==> config.mk <==
export PLATFORM = sky130hd
export DESIGN_NAME = exp2_accum_flat
export DESIGN_NICKNAME = d
export VERILOG_FILES = /design/src/rtl/exp2_accum_if.sv /design/src/rtl/exp2_accum.sv /design/src/flat_wrapper.sv
export SDC_FILE = /design/constraint.sdc
export NUM_CORES = 1
export LEC_CHECK = 0
export CAP_MARGIN = 0
export CORE_MARGIN = 10
export CORE_UTILIZATION = 56
export CTS_BUF_LIST = sky130_fd_sc_hd__clkbuf_16
export DETAILED_ROUTE_END_ITERATION = 16
export GPL_TIMING_DRIVEN = 0
export PLACE_DENSITY = 0.77
export SYNTH_ARGS = -nofsm -noshare
export SYNTH_HDL_FRONTEND = slang
export SYNTH_SLANG_ARGS = --single-unit
==> constraint.sdc <==
create_clock -name clk -period 3.3 [get_ports clk]
set_input_delay 0.66 -clock clk [delete_from_list [all_inputs] [get_ports clk]]
set_output_delay 0.66 -clock clk [all_outputs]
set_load 0.02 [all_outputs]
==> src/rtl/exp2_accum_if.sv <==
// Handshake/data bundle for exp2_accum: upstream (u, v, flags) and downstream (exp_out, sum_out) sides.
`ifndef OUTPUT_BUF_DATASIZE
`define OUTPUT_BUF_DATASIZE 32
`endif
`ifndef FIXPOINT_FRAC
`define FIXPOINT_FRAC 10
`endif

interface exp2_accum_if;
    logic                            in_valid;
    logic                            in_ready;
    logic [`OUTPUT_BUF_DATASIZE-1:0] u;
    logic [`FIXPOINT_FRAC-1:0]       v;
    logic                            is_stage2;
    logic                            in_last;
    logic                            out_valid;
    logic                            out_ready;
    logic [`OUTPUT_BUF_DATASIZE-1:0] exp_out;
    logic                            sum_valid;
    logic [`OUTPUT_BUF_DATASIZE-1:0] sum_out;

    modport master (
        output in_valid, u, v, is_stage2, in_last, out_ready,
        input  in_ready, out_valid, exp_out, sum_valid, sum_out
    );

    modport slave (
        input  in_valid, u, v, is_stage2, in_last, out_ready,
        output in_ready, out_valid, exp_out, sum_valid, sum_out
    );
endinterface

==> src/rtl/exp2_accum.sv <==
// 2^(u+v) fixed-point evaluator with saturating per-row accumulator; POW2_LUT_CORR_EN enables mantissa LUT correction.
// Latency: 3 cycles from input accept to out_valid; sum_valid one cycle after the row's last output beat.
// Backpressure: single global advance (out_ready | ~out_valid) drives in_ready and freezes every stage.
`ifndef OUTPUT_BUF_DATASIZE
`define OUTPUT_BUF_DATASIZE 32
`endif
`ifndef FIXPOINT_FRAC
`define FIXPOINT_FRAC 10
`endif

module exp2_accum (
    input  logic        clk,
    input  logic        rst,
    exp2_accum_if.slave bus
);
    localparam int DW = `OUTPUT_BUF_DATASIZE;
    localparam int FW = `FIXPOINT_FRAC;
    localparam int MW = FW + 1;

    logic          r_s1_vld, r_s1_s2, r_s1_last;
    logic [DW-1:0] r_s1_u;
    logic [MW-1:0] r_s1_m;
    logic          r_s2_vld, r_s2_s2, r_s2_last;
    logic [DW-1:0] r_s2_val;
    logic          r_out_vld, r_out_s2, r_out_last;
    logic [DW-1:0] r_exp_out;
    logic [31:0]   r_sum;
    logic          r_sum_vld;
    logic [DW-1:0] r_sum_out;

    logic          w_adv;
    logic          w_out_beat;
    logic [6:0]    w_corr;
    logic [MW-1:0] w_m;
    logic [DW-1:0] w_m_ext;
    logic [3:0]    w_rsh;
    logic [DW-1:0] w_shift;
    logic [32:0]   w_sum_add;
    logic [31:0]   w_sum_sat;

    assign w_adv      = bus.out_ready | ~r_out_vld;
    assign w_out_beat = r_out_vld & bus.out_ready;

`ifdef POW2_LUT_CORR_EN
    // Chord-to-curve correction of 1+v, sampled at the midpoint of each 1/16 segment.
    function automatic logic [6:0] f_corr(input logic [3:0] idx);
        case (idx)
            4'd0:    f_corr = 7'd10;
            4'd1:    f_corr = 7'd27;
            4'd2:    f_corr = 7'd43;
            4'd3:    f_corr = 7'd56;
            4'd4:    f_corr = 7'd68;
            4'd5:    f_corr = 7'd76;
            4'd6:    f_corr = 7'd83;
            4'd7:    f_corr = 7'd87;
            4'd8:    f_corr = 7'd88;
            4'd9:    f_corr = 7'd87;
            4'd10:   f_corr = 7'd82;
            4'd11:   f_corr = 7'd75;
            4'd12:   f_corr = 7'd64;
            4'd13:   f_corr = 7'd50;
            4'd14:   f_corr = 7'd33;
            default: f_corr = 7'd12;
        endcase
    endfunction
    assign w_corr = f_corr(bus.v[FW-1 -: 4]);
`else
    assign w_corr = '0;
`endif

    assign w_m     = {1'b1, {FW{1'b0}}} + {1'b0, bus.v} - {{(MW-7){1'b0}}, w_corr};
    assign w_m_ext = {{(DW-MW){1'b0}}, r_s1_m};
    // Only -10..-1 reach the right-shift path, so the low nibble of -u is the full amount.
    assign w_rsh   = ~r_s1_u[3:0] + 4'd1;

    always_comb begin
        w_shift = '0;
        if ($signed(r_s1_u) >= 22)
            w_shift = '1;
        else if ($signed(r_s1_u) <= -11)
            w_shift = '0;
        else if (!r_s1_u[DW-1])
            w_shift = w_m_ext << r_s1_u[4:0];
        else
            w_shift = w_m_ext >> w_rsh;
    end

    assign w_sum_add = {1'b0, r_sum} + {1'b0, r_exp_out};
    assign w_sum_sat = w_sum_add[32] ? 32'hFFFF_FFFF : w_sum_add[31:0];

    always_ff @(posedge clk) begin
        if (rst) begin
            r_s1_vld   <= 1'b0;
            r_s1_s2    <= 1'b0;
            r_s1_last  <= 1'b0;
            r_s1_u     <= '0;
            r_s1_m     <= '0;
            r_s2_vld   <= 1'b0;
            r_s2_s2    <= 1'b0;
            r_s2_last  <= 1'b0;
            r_s2_val   <= '0;
            r_out_vld  <= 1'b0;
            r_out_s2   <= 1'b0;
            r_out_last <= 1'b0;
            r_exp_out  <= '0;
            r_sum      <= '0;
            r_sum_vld  <= 1'b0;
            r_sum_out  <= '0;
        end else begin
            if (w_adv) begin
                r_s1_vld   <= bus.in_valid;
                r_s1_s2    <= bus.is_stage2;
                r_s1_last  <= bus.in_last;
                r_s1_u     <= bus.u;
                r_s1_m     <= w_m;
                r_s2_vld   <= r_s1_vld;
                r_s2_s2    <= r_s1_s2;
                r_s2_last  <= r_s1_last;
                r_s2_val   <= w_shift;
                r_out_vld  <= r_s2_vld;
                r_out_s2   <= r_s2_s2;
                r_out_last <= r_s2_last;
                r_exp_out  <= r_s2_val;
            end
            r_sum_vld <= 1'b0;
            if (w_out_beat && r_out_s2) begin
                if (r_out_last) begin
                    r_sum_out <= w_sum_sat;
                    r_sum_vld <= 1'b1;
                    r_sum     <= '0;
                end else begin
                    r_sum     <= w_sum_sat;
                end
            end
        end
    end

    assign bus.in_ready  = w_adv;
    assign bus.out_valid = r_out_vld;
    assign bus.exp_out   = r_exp_out;
    assign bus.sum_valid = r_sum_vld;
    assign bus.sum_out   = r_sum_out;
endmodule

==> src/flat_wrapper.sv <==
// flat-port wrapper written by rule: the top's interface ports become plain ports
module exp2_accum_flat 
  (clk, rst, bus_in_valid, bus_u, bus_v, bus_is_stage2, bus_in_last, bus_out_ready, bus_in_ready, bus_out_valid, bus_exp_out, bus_sum_valid, bus_sum_out);
  exp2_accum_if bus_i ();
  input  logic clk;
  input  logic rst;
  input wire logic [$bits(bus_i.in_valid)-1:0] bus_in_valid;
  input wire logic [$bits(bus_i.u)-1:0] bus_u;
  input wire logic [$bits(bus_i.v)-1:0] bus_v;
  input wire logic [$bits(bus_i.is_stage2)-1:0] bus_is_stage2;
  input wire logic [$bits(bus_i.in_last)-1:0] bus_in_last;
  input wire logic [$bits(bus_i.out_ready)-1:0] bus_out_ready;
  output wire logic [$bits(bus_i.in_ready)-1:0] bus_in_ready;
  output wire logic [$bits(bus_i.out_valid)-1:0] bus_out_valid;
  output wire logic [$bits(bus_i.exp_out)-1:0] bus_exp_out;
  output wire logic [$bits(bus_i.sum_valid)-1:0] bus_sum_valid;
  output wire logic [$bits(bus_i.sum_out)-1:0] bus_sum_out;
  assign bus_i.in_valid = bus_in_valid;
  assign bus_i.u = bus_u;
  assign bus_i.v = bus_v;
  assign bus_i.is_stage2 = bus_is_stage2;
  assign bus_i.in_last = bus_in_last;
  assign bus_i.out_ready = bus_out_ready;
  assign bus_in_ready = bus_i.in_ready;
  assign bus_out_valid = bus_i.out_valid;
  assign bus_exp_out = bus_i.exp_out;
  assign bus_sum_valid = bus_i.sum_valid;
  assign bus_sum_out = bus_i.sum_out;
  exp2_accum u_core (.clk(clk), .rst(rst), .bus(bus_i));
endmodule
# Word level (Yosys, flattened, before mapping)
# Cells that the tools add are included.
[op_classes] reduce_logical=3 muxes=6 shifts=2 bitwise_logic=5 n_lt_le_gt_ge=2 n_addsub=3
[ops] operator="32-bit two-way mux" count=5
[ops] operator="32-bit by 32-bit adder with 33-bit output" count=1
[ops] operator="32-bit by 6-bit >= comparator with 1-bit output, second input constant" count=1
[ops] operator="32-bit by 5-bit <= comparator with 1-bit output, second input constant" count=1
[ops] operator="11-bit by 5-bit left shift with 32-bit output" count=1
[ops] operator="11-bit by 4-bit right shift with 32-bit output" count=1
[ops] operator="11-bit by 10-bit adder with 11-bit output, first input constant" count=1
[ops] operator="4-bit by 1-bit adder with 4-bit output, second input constant" count=1
[ops] operator="4-bit NOT" count=1
[ops] operator="1-bit NOT" count=2
[ops] operator="2-bit AND reduction" count=1
[ops] operator="2-bit OR reduction" count=1
[ops] operator="1-bit AND" count=1
[ops] operator="1-bit logical AND" count=1
[ops] operator="1-bit two-way mux" count=1
[ops] operator="1-bit bitwise OR" count=1
[totals] reg_bits=181 output_inout_bits=67 input_bits=48 elab_cells=37

# Depth between registers and ports, before layout
# Gate-level depths: netlist of run 1.
[logic_depth] ltp_word=6 ltp_mapped=14 mapped_depth_nobuf=11

# Worst setup path after synthesis of run 1
# OpenSTA, ideal clock, no wires.
[synth_timing] path_type="reg2reg" startpoint="register u_core.r_s1_u[1]" endpoint="register u_core.r_s2_val[1]" setup_slack_ps=380 arrival_time_ps=2788 n_path_buf=4 setup_ps=132 stages_incl_launch_ff=13 synth_period_minus_slack_ps=2920 required_ps=3168 path_cell_list="dfxtp_1 > buf_1 > buf_2 > inv_1 > ha_1 > clkbuf_1 > clkbuf_1 > mux4_2 > mux2i_1 > nand2_1 > a32o_1 > a21oi_1 > nor3_1"
[synth_via] elab_chain_len=6 word_cells_on_any_way=9 cone_classes="add/sub (1); order compare (2); shift (2); mux (3); bitwise (1)"
[synth_lines] item="start: declaration" line_no="exp2_accum.sv:21" rtl="logic [DW-1:0] r_s1_u;"
[synth_lines] item="start signal: assignment" line_no="exp2_accum.sv:114" rtl="r_s1_u <= bus.u;"
[synth_lines] item="4-bit NOT" line_no="exp2_accum.sv:74" rtl="assign w_rsh = ~r_s1_u[3:0] + 4'd1;"
[synth_lines] item="4-bit by 1-bit adder with 4-bit output" line_no="exp2_accum.sv:74"
[synth_lines] item="11-bit by 4-bit right shift with 32-bit output" line_no="exp2_accum.sv:85" rtl="w_shift = w_m_ext >> w_rsh;"
[synth_lines] item="32-bit two-way mux" line_no="exp2_accum.sv:82" rtl="else if (!r_s1_u[DW-1])"
[synth_lines] item="32-bit two-way mux" line_no="exp2_accum.sv:80" rtl="else if ($signed(r_s1_u) <= -11)"
[synth_lines] item="32-bit two-way mux (*)" line_no="exp2_accum.sv:78" rtl="if ($signed(r_s1_u) >= 22)"
[synth_lines] item="end signal: assignment" line_no="exp2_accum.sv:119" rtl="r_s2_val <= w_shift;"
[synth_lines] item="end: declaration" line_no="exp2_accum.sv:24" rtl="logic [DW-1:0] r_s2_val;"
# Mark *: on every way between the ends. The rest lies on a longest branch, timed or not.
# A chain may end at the register's enable or synchronous reset.

# Worst setup path after layout of run 1
[layout_timing] startpoint="register u_core.r_exp_out[0] (netlist: u_core.bus.exp_out[0])" endpoint="register u_core.r_sum_out[20] (netlist: u_core.bus.sum_out[20])"
[layout_via] elab_chain_len=2
[layout_lines] item="start: declaration" line_no="exp2_accum.sv:26" rtl="logic [DW-1:0] r_exp_out;"
[layout_lines] item="start signal: assignment" line_no="exp2_accum.sv:123" rtl="r_exp_out <= r_s2_val;"
[layout_lines] item="32-bit by 32-bit adder with 33-bit output" line_no="exp2_accum.sv:88" rtl="assign w_sum_add = {1'b0, r_sum} + {1'b0, r_exp_out};"
[layout_lines] item="32-bit two-way mux" line_no="exp2_accum.sv:89" rtl="assign w_sum_sat = w_sum_add[32] ? 32'hFFFF_FFFF : w_sum_add[31:0];"
[layout_lines] item="end signal: assignment" line_no="exp2_accum.sv:128" rtl="r_sum_out <= w_sum_sat;"
[layout_lines] item="end: declaration" line_no="exp2_accum.sv:29" rtl="logic [DW-1:0] r_sum_out;"
# No other way between the ends.

==> results of run 1 <==
## layer usage
layer	vias up	GRT usage (%)	share of wire (%)
li1	4502	-	-
met1	4268	29.8	42
met2	297	42.8	48
met3	55	5.04	6.2
met4	0	9.67	3.2
met5	-	0	0
## worst paths after layout
check,start,to,slack (ns)
setup reg to reg,u_core.bus.exp_out[0],u_core.bus.sum_out[20],0.1
setup / recovery,u_core.bus.exp_out[0],u_core.bus.sum_out[20],0.1
hold reg to reg,u_core.r_s2_val[27],u_core.bus.exp_out[27],0.45
hold / removal,u_core.r_s2_val[27],u_core.bus.exp_out[27],0.45
## through the flow
step	util, %	hold slack, ns	power [uW]
2_1_floorplan	-	0.426	2830
3_3_place_gp	65.2	0.436	3090
3_5_place_dp	65.2	0.446	3100
4_1_cts	68.4	0.455	4940
5_1_grt	68.7	0.471	5120
6_report	68.7	0.453	4940
## cell families (layout without fill, tap and decap cells)
logic type                 count (synthesis)  in the layout
AOI/OAI and AO/OA                        328            328
xor gates and xnor gates                  26             26
adders and majority gates                 37             37
buffers and inverters                     92            233
DFF                                      181            181
muxes                                     31             31
and+or+nand+nor                          516            516
## flip-flops by register name (all words and copies together) (netlist names), 11 cells and up
signal,flops
u_core.r_s1_u,32
u_core.r_sum,32
u_core.bus.exp_out,32
u_core.r_s1_m,11
u_core.r_s2_val,32
u_core.bus.sum_out,32
## cells in the mapped netlist (8+ instances only)
library cell  instances
mux2_2               11
nand2_1             253
nand4_1              17
clkbuf_1             61
ha_1                 36
nor4_1                8
xnor2_1              12
dfxtp_1             181
a21o_1               16
a21oi_1             149
mux2i_1              16
o21ai_0              64
nor2_1              127
inv_1                10
xor2_1               14
nor2b_1               9
nand3_1              12
a22o_1                9
nor3_1               61
a211oi_1             36
## layout make-up
class | instances | area (sq um)
buffer | 77 | 394
clock buffer | 17 | 425
clock inverter | 14 | 103
fill | 1474 | 5160
inverter | 11 | 41.3
multi-input combinational | 938 | 5310
sequential | 181 | 3620
tap | 220 | 275
timing repair buffer | 114 | 1140
## power groups by stage
stage | logic [uW] | registers [uW] | clock network (uW)
finish | 698 | 2370 | 1870
global route | 767 | 2380 | 1970
CTS | 689 | 2370 | 1880
global placement | 680 | 2410 | 0
detailed placement | 685 | 2420 | 0
floorplan | 413 | 2420 | 0
## worst min-delay path, delay by kind of cell (launching register included)
family | cells | cell delay [ns]
AO/OA/AOI/OAI | 1 | 0.05
flip-flops | 1 | 0.31
AND/OR/NAND/NOR | 1 | 0.05
## repair_timing
| action | 4_1_cts | 5_1_grt |
|---|---|---|
| pin swaps | 0 | 1 |
| gates resized for setup | 5 | 7 |
| buffers inserted | 0 | 1 |
| setup endpoints to repair | 9 | 18 |
==> key figures, run 1 <==
Outcome
  • Status: finished clean

Logic synthesis
  • Post-Syn Area: just over 9000 sq um
  • Seq cells post-synth: between 150 and 200
  • Synth Area in Simple Gates: 23.6%
  • Post-synth top flop: dfxtp_1
  • Post-synth cell types: 68
  • FFs w/ async S/R, synth: 0%
  • Area share of the largest cell type after synthesis: between 30% and 40%
  • Largest area contributor in the netlist: dfxtp_1
  • Main combinational cell family by area after synthesis: simple AND/OR/NAND/NOR gates
  • Compound-gate portion of the synthesized area: about a fifth
  • Syn Area/Cell: between 7 and 8 sq um
  • Xor-xnor portion of the synthesized cell area: under 10%
  • Post-Synth Adder-Cell Area: 5.04%
  • Syn_nets: 1,296
  • Sequential area share after synthesis: about two fifths
  • Top cells by area, synth: dfxtp_1, nand2_1, a21oi_1
  • Post-synthesis mux area share: 4.01%
  • Yosys warns: 0
  • Post-Syn Instances: around 1,200
  • Number of flops mapped to enable cells by yosys: 0

Placed design
  • RePlAce Congestion: roughly 0.96
  • Post-DP Area: roughly 11,000 sq um
  • Dpl hpwl: between 20,000 and 25,000 um
  • Pre-CTS setup slack: -0.461 ns
  • Placed cell count: roughly 1,500
  • IO Port Bufs: between 100 and 150

Die
  • I/O pins: between 100 and 150
  • Die area: between 20,000 and 25,000 sq um
  • Die X: about 150 um
  • Die Y: around 150 um
  • Site row count: 47
  • Core footprint: around 16,000 sq um
  • Initial core utilization: 56.7%

Critical path
  • WP buf/inv: 0
  • Crit path launch type: flop
  • Crit path max fanout: 5
  • Critical path's top delay family: compound AO/OA/AOI/OAI gates
  • Crit-path most repeated cell: a21oi_1
  • CP arrival: around 3.5 ns
  • Critical-path cell list: ha_1, fa_1, a21oi_2, o211ai_1, a211oi_2, nor3_1, nor2_1, a21oi_1, or3_1, a21oi_1, a211oi_1
  • Path depth of the worst reg2reg path: 11
  • CP peak stage delay: ~0.43 ns
  • Crit. End Element: flop
  • Crit-path slowest cell: fa_1
  • CP required: between 3 and 4 ns
  • Critical path class: flop to flop
  • Stages on worst setup path: 11

Finish
  • Most frequent cells in the layout: nand2_1, dfxtp_1, a21oi_1
  • ANT cells: 0
  • Design area: 11,300 sq um
  • Share of cells above drive strength 1: between 6 and 7%
  • Layout area overhead: 21.1%
  • Post-Layout Cell Count: 1,572
  • Nets: roughly 1,400
  • Commonest non-fill, non-tap cell in the layout: nand2_1

CTS
  • Clk Latency, worst-skew pair: 0.44 ns
  • Clock slew at reported path FFs: approximately 0.070 ns
  • Hold buffer count at cts: 0
  • CTS Buf Count: 17
  • Root Driver: clkbuf_16
  • H-Tree Depth: 4
  • Clock buffer depth: 2
  • CTS tree: done
  • Clock sinks: between 150 and 200

STA
  • Final hold vios: 0
  • Slew margin rel.: 21.7%
  • Final setup margin: 0.0952 ns
  • Final Critical Period: roughly 3.2 ns
  • Sum Neg Setup Slack: 0 ns
  • Measured slew at the worst slew-check pin: approximately 1.2 ns
  • Final setup fails: 0
  • Fmax: ~310 MHz
  • Final worst-path cycle share: 97.1%
  • Final Slew Violations: 0
  • Clk_skew: between 0.01 and 0.015 ns

Global routing
  • First-pass GRT wire length: around 45,000 um
  • GRT Util Overall: 24.9%
  • Initial antenna violation count: 0
  • Largest net degree at the start of global routing: 28
  • Vias in the first global route: between 8,000 and 9,000
  • Gr ovfl total: 0

Route
  • Total wire length: between 20,000 and 30,000 um
  • 1st-iter DRT viols: roughly 640
  • DR vias/cell: about 5.8
  • ANT nets after route: 0
  • Wirelength per Cell: 18.1 um
  • Via Count: just over 9,000
  • Pre-antenna DRT Iters: 5
  • DRC Markers: 0

Power
  • Pint: 3540 uW
  • Reg power frac: a little under half
  • P per Cell Area: approximately 440 nW/um^2
  • Leakage: around 0.0045 uW
  • Switching share of total power: approximately 28%
  • Gate power share: roughly 14%
  • Worst vdd ir: around 0.00038 V
  • Power share of the clock group: a little under two fifths
  • Net Switching: 1400 uW

Run
  • Max cap viols: 0

Min path
  • Hold Crit Class: flop to flop
  • Hold depth: 2
(Power assumes the default switching activity.)
==> run 2, diff against run 1 <==
CAP_MARGIN = 30   (was 0)
GPL_TIMING_DRIVEN = not set   (was 0)
==> run 2 against run 1 <==
Power increased by 3.7%. Sequential cell count unchanged. First-iteration DRC count increased by 12%. Sequential share of layout area increased by 0.35 points. Design area decreased by 1.1%. Clock skew decreased by 0.0010 ns. Utilization decreased by 0.74 points. Global-route usage decreased by 1.5 points. Non-clock buffer count decreased by 53. Routed wire length decreased by 6.8%. Die area unchanged. Maximum frequency increased by 3.3%. Critical endpoint is now u_core.bus.sum_out[31].
==> key figures, run 2 (synthesis results as in run 1) <==
Critical path
  • Critical path class: flop to flop
  • Crit. End Element: flop
  • Crit path max fanout: 5
  • CP required: approximately 3.6 ns
  • Crit path launch type: flop
  • CP arrival: 3.40 ns
  • Flop2flop setup slack: 0.20 ns

Power
  • P per Cell Area: roughly 460 nW/um^2
  • Gate power share: 13.2%
  • Leakage: approximately 0.0045 uW
  • Power share of the clock group: between 40% and 50%
  • Worst vdd ir: between 0.0003 and 0.0004 V
  • Net Switching: 1470 uW
  • Switching share of total power: approximately 29%
  • Reg power frac: ~46%
  • Pint: approximately 3700 uW

Placed design
  • IO Port Bufs: between 100 and 150
  • Dpl hpwl: approximately 19,000 um
  • RePlAce Congestion: 1.03
  • Placed cell count: about 1,500

Route
  • Total wire length: around 27,000 um
  • Pre-antenna DRT Iters: 5
  • DR vias/cell: about 5.7
  • 1st-iter DRT viols: between 700 and 800
  • DRC Markers: 0
  • ANT nets after route: 0
  • Wirelength per Cell: between 15 and 20 um
  • Via Count: between 8,000 and 9,000

CTS
  • Root Driver: clkbuf_16
  • Clock buffer depth: 2
  • Number of setup buffers added after CTS: 0
  • Clock sinks: 181
  • Clk Latency, worst-skew pair: 0.44 ns
  • CTS Buf Count: 17
  • CTS tree: done
  • Post_cts resized: 0
  • H-Tree Depth: 4
  • Hold buffer count at cts: 0
  • Clock slew at reported path FFs: roughly 0.08 ns

Die
  • Core footprint: about 16,000 sq um
  • Die X: 149 um
  • Die area: 22,200 sq um
  • Site row count: between 40 and 50
  • Initial core utilization: a little under three fifths
  • Die Y: between 100 and 150 um
  • I/O pins: 115

Min path
  • Hold Crit Class: flop to flop

Global routing
  • Vias in the first global route: about 8,100
  • Gr ovfl total: 0
  • GRT Util Overall: 23.4%
  • Initial antenna violation count: 0
  • Largest net degree at the start of global routing: 84
  • First-pass GRT wire length: roughly 43,000 um

Finish
  • Layout area overhead: 19.8%
  • Commonest non-fill, non-tap cell in the layout: nand2_1
  • Multi-input gate area: 5290 sq um
  • FF/Latch Area: around 3600 sq um
  • Nets: 1,372
  • Share of cells above drive strength 1: about 6.9%
  • Fillers: approximately 1,400
  • Most frequent cells in the layout: nand2_1, dfxtp_1, a21oi_1
  • Post-Layout Cell Count: between 1,500 and 2,000

STA
  • Fmax: between 300 and 400 MHz
  • Slew margin rel.: roughly two fifths
  • RSZ-0062 raised after global routing: false
  • Final worst-path cycle share: between 90% and 100%
  • Final hold vios: 0
  • Worst-case hold slack: around 0.46 ns
  • Final Slew Violations: 0
  • Final setup fails: 0
  • Final Critical Period: ~3.1 ns
  • Sum Neg Setup Slack: 0 ns
  • Clk_skew: around 0.011 ns
  • Measured slew at the worst slew-check pin: 0.885 ns

Run
  • Max cap viols: 0

Outcome
  • Status: finished clean
==> run 2: cell count changes in the layout (fill, tap and decap cells not counted), moves of 3 or more <==
cell / before / now
buf_4: 7 / 23
buf_6: 3 / 0
clkbuf_1: 57 / 0
clkbuf_8: 5 / 0
clkinv_8: 0 / 4
inv_6: 4 / 1
inv_8: 1 / 5
==> run 2: area by class of cell <==
class                   instances  area share, %
multi-input cells             938           47.2
flip-flops and latches        181           32.4
repair buffers                138           12.0
clock buffers                  17           3.80
well taps                     220           2.46
clock inverters                15           1.68
inverters                      11          0.380
diodes                          1         0.0224
==> run 2: through the flow <==
| step | power, uW | util [%] | worst slack, ns | instance area (sq um) |
|---|---|---|---|---|
| floorplan | 2830 | - | 0.380 | 9330 |
| global placement | 3070 | 64.2 | 0.347 | 10600 |
| detailed placement | 3080 | 64.2 | 0.284 | 10600 |
| CTS | 5140 | 67.9 | 0.254 | 11200 |
| global route | 5300 | 67.9 | 0.0379 | 11200 |
| finish | 5120 | 67.9 | 0.199 | 11200 |
==> run 2: power groups by stage <==
stage               Clock, uW  Combinational, uW  Sequential [uW]
floorplan                   0                413             2420
detailed placement          0                670             2410
CTS                      2110                674             2360
finish                   2080                677             2360
global placement            0                667             2410
global route             2190                742             2370
==> run 2: final timing paths <==
path	end	cells after the start	start
setup reg to reg	u_core.bus.sum_out[31]	10	u_core.bus.exp_out[1]
setup / recovery	u_core.bus.sum_out[31]	10	u_core.bus.exp_out[1]
hold reg to reg	u_core.bus.exp_out[26]	2	u_core.r_s2_val[26]
hold / removal	u_core.bus.exp_out[26]	2	u_core.r_s2_val[26]
==> run 2: worst max-delay path, stage by stage, from the launching register on <==
cell      delay, ns
dfxtp_1        0.37
ha_1           0.30
a21o_1         0.11
a21oi_1        0.10
o21ai_0        0.71
a41oi_1        0.23
buf_4          0.22
o2111a_1       0.30
o31a_1         0.31
a31oi_1        0.21
a211oi_1       0.11
==> run 2: per-layer routing <==
layer	track usage [%]	wire length (um)	vias to the layer above	part of all wire (%)
met5	0	0	-	0
met4	7.21	512	0	1.9
met3	4.52	1580	50	5.9
met2	40.1	12800	306	48
met1	29.0	11700	3988	44
li1	-	-	4390	-
==> run 3, diff against run 2 <==
CORE_UTILIZATION = 60   (was 56)
DONT_BUFFER_PORTS = 1   (was not set)
PLACE_DENSITY = 0.73   (was 0.77)
==> run 3 against run 2 <==
Sequential cell count unchanged. Maximum frequency barely moved. Die area decreased by 5.8%. Largest power group unchanged.
==> key figures, run 3 (synthesis results as in run 1) <==
Outcome
  • Status: finished clean

CTS
  • Clock buffer depth: 2
  • Post_cts resized: 0
  • Clk Latency, worst-skew pair: around 0.45 ns
  • H-Tree Depth: 4
  • Root Driver: clkbuf_16
  • CTS Buf Count: 17
  • CTS tree: done
  • Number of setup buffers added after CTS: 0
  • Clock sinks: approximately 180
  • Clock slew at reported path FFs: 0.07 ns

Finish
  • Commonest non-fill, non-tap cell in the layout: nand2_1
  • Layout area overhead: 8.62%
  • Share of cells above drive strength 1: under 10%
  • Fillers: 1,384
  • Layout Utilization: 66.7%
  • Nets: 1,274
  • Most frequent cells in the layout: nand2_1, dfxtp_1, a21oi_1
  • ANT cells: 0

Placed design
  • Dpl hpwl: roughly 18,000 um
  • RePlAce Congestion: between 0.9 and 1
  • Pre-CTS setup slack: approximately 0.20 ns
  • IO Port Bufs: 0

Critical path
  • CP required: 3.65 ns
  • Crit. End Element: flop
  • WP buf/inv: 1
  • Crit path max fanout: 22
  • Critical path's top delay family: compound AO/OA/AOI/OAI gates
  • CP arrival: around 3.5 ns
  • CP peak stage delay: 0.46 ns
  • Critical-path cell list: ha_1, nand2_1, o21a_1, a2111o_1, a31oi_1, o21ai_2, o21ai_4, buf_12, a21oi_1, a211oi_1
  • Crit-path slowest cell: ha_1
  • Critical path class: flop to flop
  • Crit path launch type: flop

STA
  • RSZ-0062 raised after global routing: false
  • Measured slew at the worst slew-check pin: 0.925 ns
  • Slew margin rel.: a little under two fifths
  • Final hold vios: 0
  • Final setup margin: roughly 0.20 ns
  • Final setup fails: 0
  • Fmax: around 320 MHz
  • Clk_skew: 0.0138 ns
  • Sum Neg Setup Slack: 0 ns
  • Final Critical Period: a little over 3 ns
  • Final worst-path cycle share: roughly 94%
  • Final Slew Violations: 0

Route
  • DRC Markers: 0
  • Wirelength per Cell: roughly 18 um
  • ANT nets after route: 0
  • DR vias/cell: about 6.0
  • 1st-iter DRT viols: roughly 520
  • Pre-antenna DRT Iters: 6
  • Via Count: approximately 8,300
  • Total wire length: 25,600 um

Power
  • Worst vdd ir: 0.000371 V
  • P per Cell Area: 497 nW/um^2
  • Leakage: between 0.004 and 0.005 uW

Die
  • Site row count: 45
  • I/O pins: about 120
  • Die area: ~21,000 sq um
  • Initial core utilization: about 61%
  • Core footprint: 15,200 sq um
  • Die X: 145 um
  • Die Y: ~140 um

Global routing
  • Largest net degree at the start of global routing: 153
  • First-pass GRT wire length: between 40,000 and 50,000 um
  • Gr ovfl total: 0
  • GRT Util Overall: 24.2%
  • Initial antenna violation count: 0
  • Vias in the first global route: between 7,000 and 8,000

Run
  • Max cap viols: 0

Min path
  • Hold Crit Class: primary input to flop
## run 3: cell types whose count changed in the layout (fill, tap and decap cells not counted), sizes merged
cell / before / now
clkdlybuf4s50: 113 / 0
bufinv: 1 / 0
inv: 16 / 19
clkinvlp: 2 / 0
buf: 25 / 40
diode: 1 / 0
## run 3: routing by layer
layer  GRT usage (%)  wire (um)  part of all wire [%]  up-vias
met4            7.23        381                   1.5        0
met2            39.8      12200                    48      235
met1            31.0      11400                    45     3872
met5               0          0                     0        -
met3            5.51       1510                   5.9       36
li1                -          -                     -     4196
## run 3: repair_timing
action,4_1_cts,5_1_grt
endpoints found under the hold margin,0,0
setup endpoints to repair,0,1
hold buffers,0,0
## run 3: stage by stage
step	hold slack (ns)	std cells	power (uW)	area, sq um
floorplan	0.426	1211	2830	9330
global placement	0.434	1357	2950	9490
detailed placement	0.441	1358	2960	9510
CTS	0.279	1390	5060	10100
global route	0.266	1390	5230	10100
finish	0.286	1390	5040	10100
## run 3: report_power, final
part | switching, uW | leakage [uW] | internal (uW)
logic | 343 | 0.00240 | 208
clock network | 1060 | 0.000306 | 1060
registers | 91.9 | 0.00149 | 2280
total | 1500 | 0.00420 | 3540
## run 3: area by class of cell
cell class | instances | area [sq um] | area share [%]
multi-input combinational | 938 | 5290 | 52.1
sequential | 181 | 3620 | 35.7
clock buffer | 17 | 425 | 4.20
timing repair buffer | 40 | 320 | 3.16
tap | 188 | 235 | 2.32
clock inverter | 15 | 206 | 2.04
inverter | 11 | 42.5 | 0.420
## run 3: path summary, 6_finish.rpt
path                     startpoint                      to  slack [ns]  cells past startpoint
max          u_core.bus.exp_out[14]  u_core.bus.sum_out[20]        0.20                     10
max reg2reg  u_core.bus.exp_out[14]  u_core.bus.sum_out[20]        0.20                     10
min reg2reg        u_core.r_sum[27]        u_core.r_sum[27]        0.45                      2
min                             rst  u_core.bus.exp_out[19]        0.29                      1
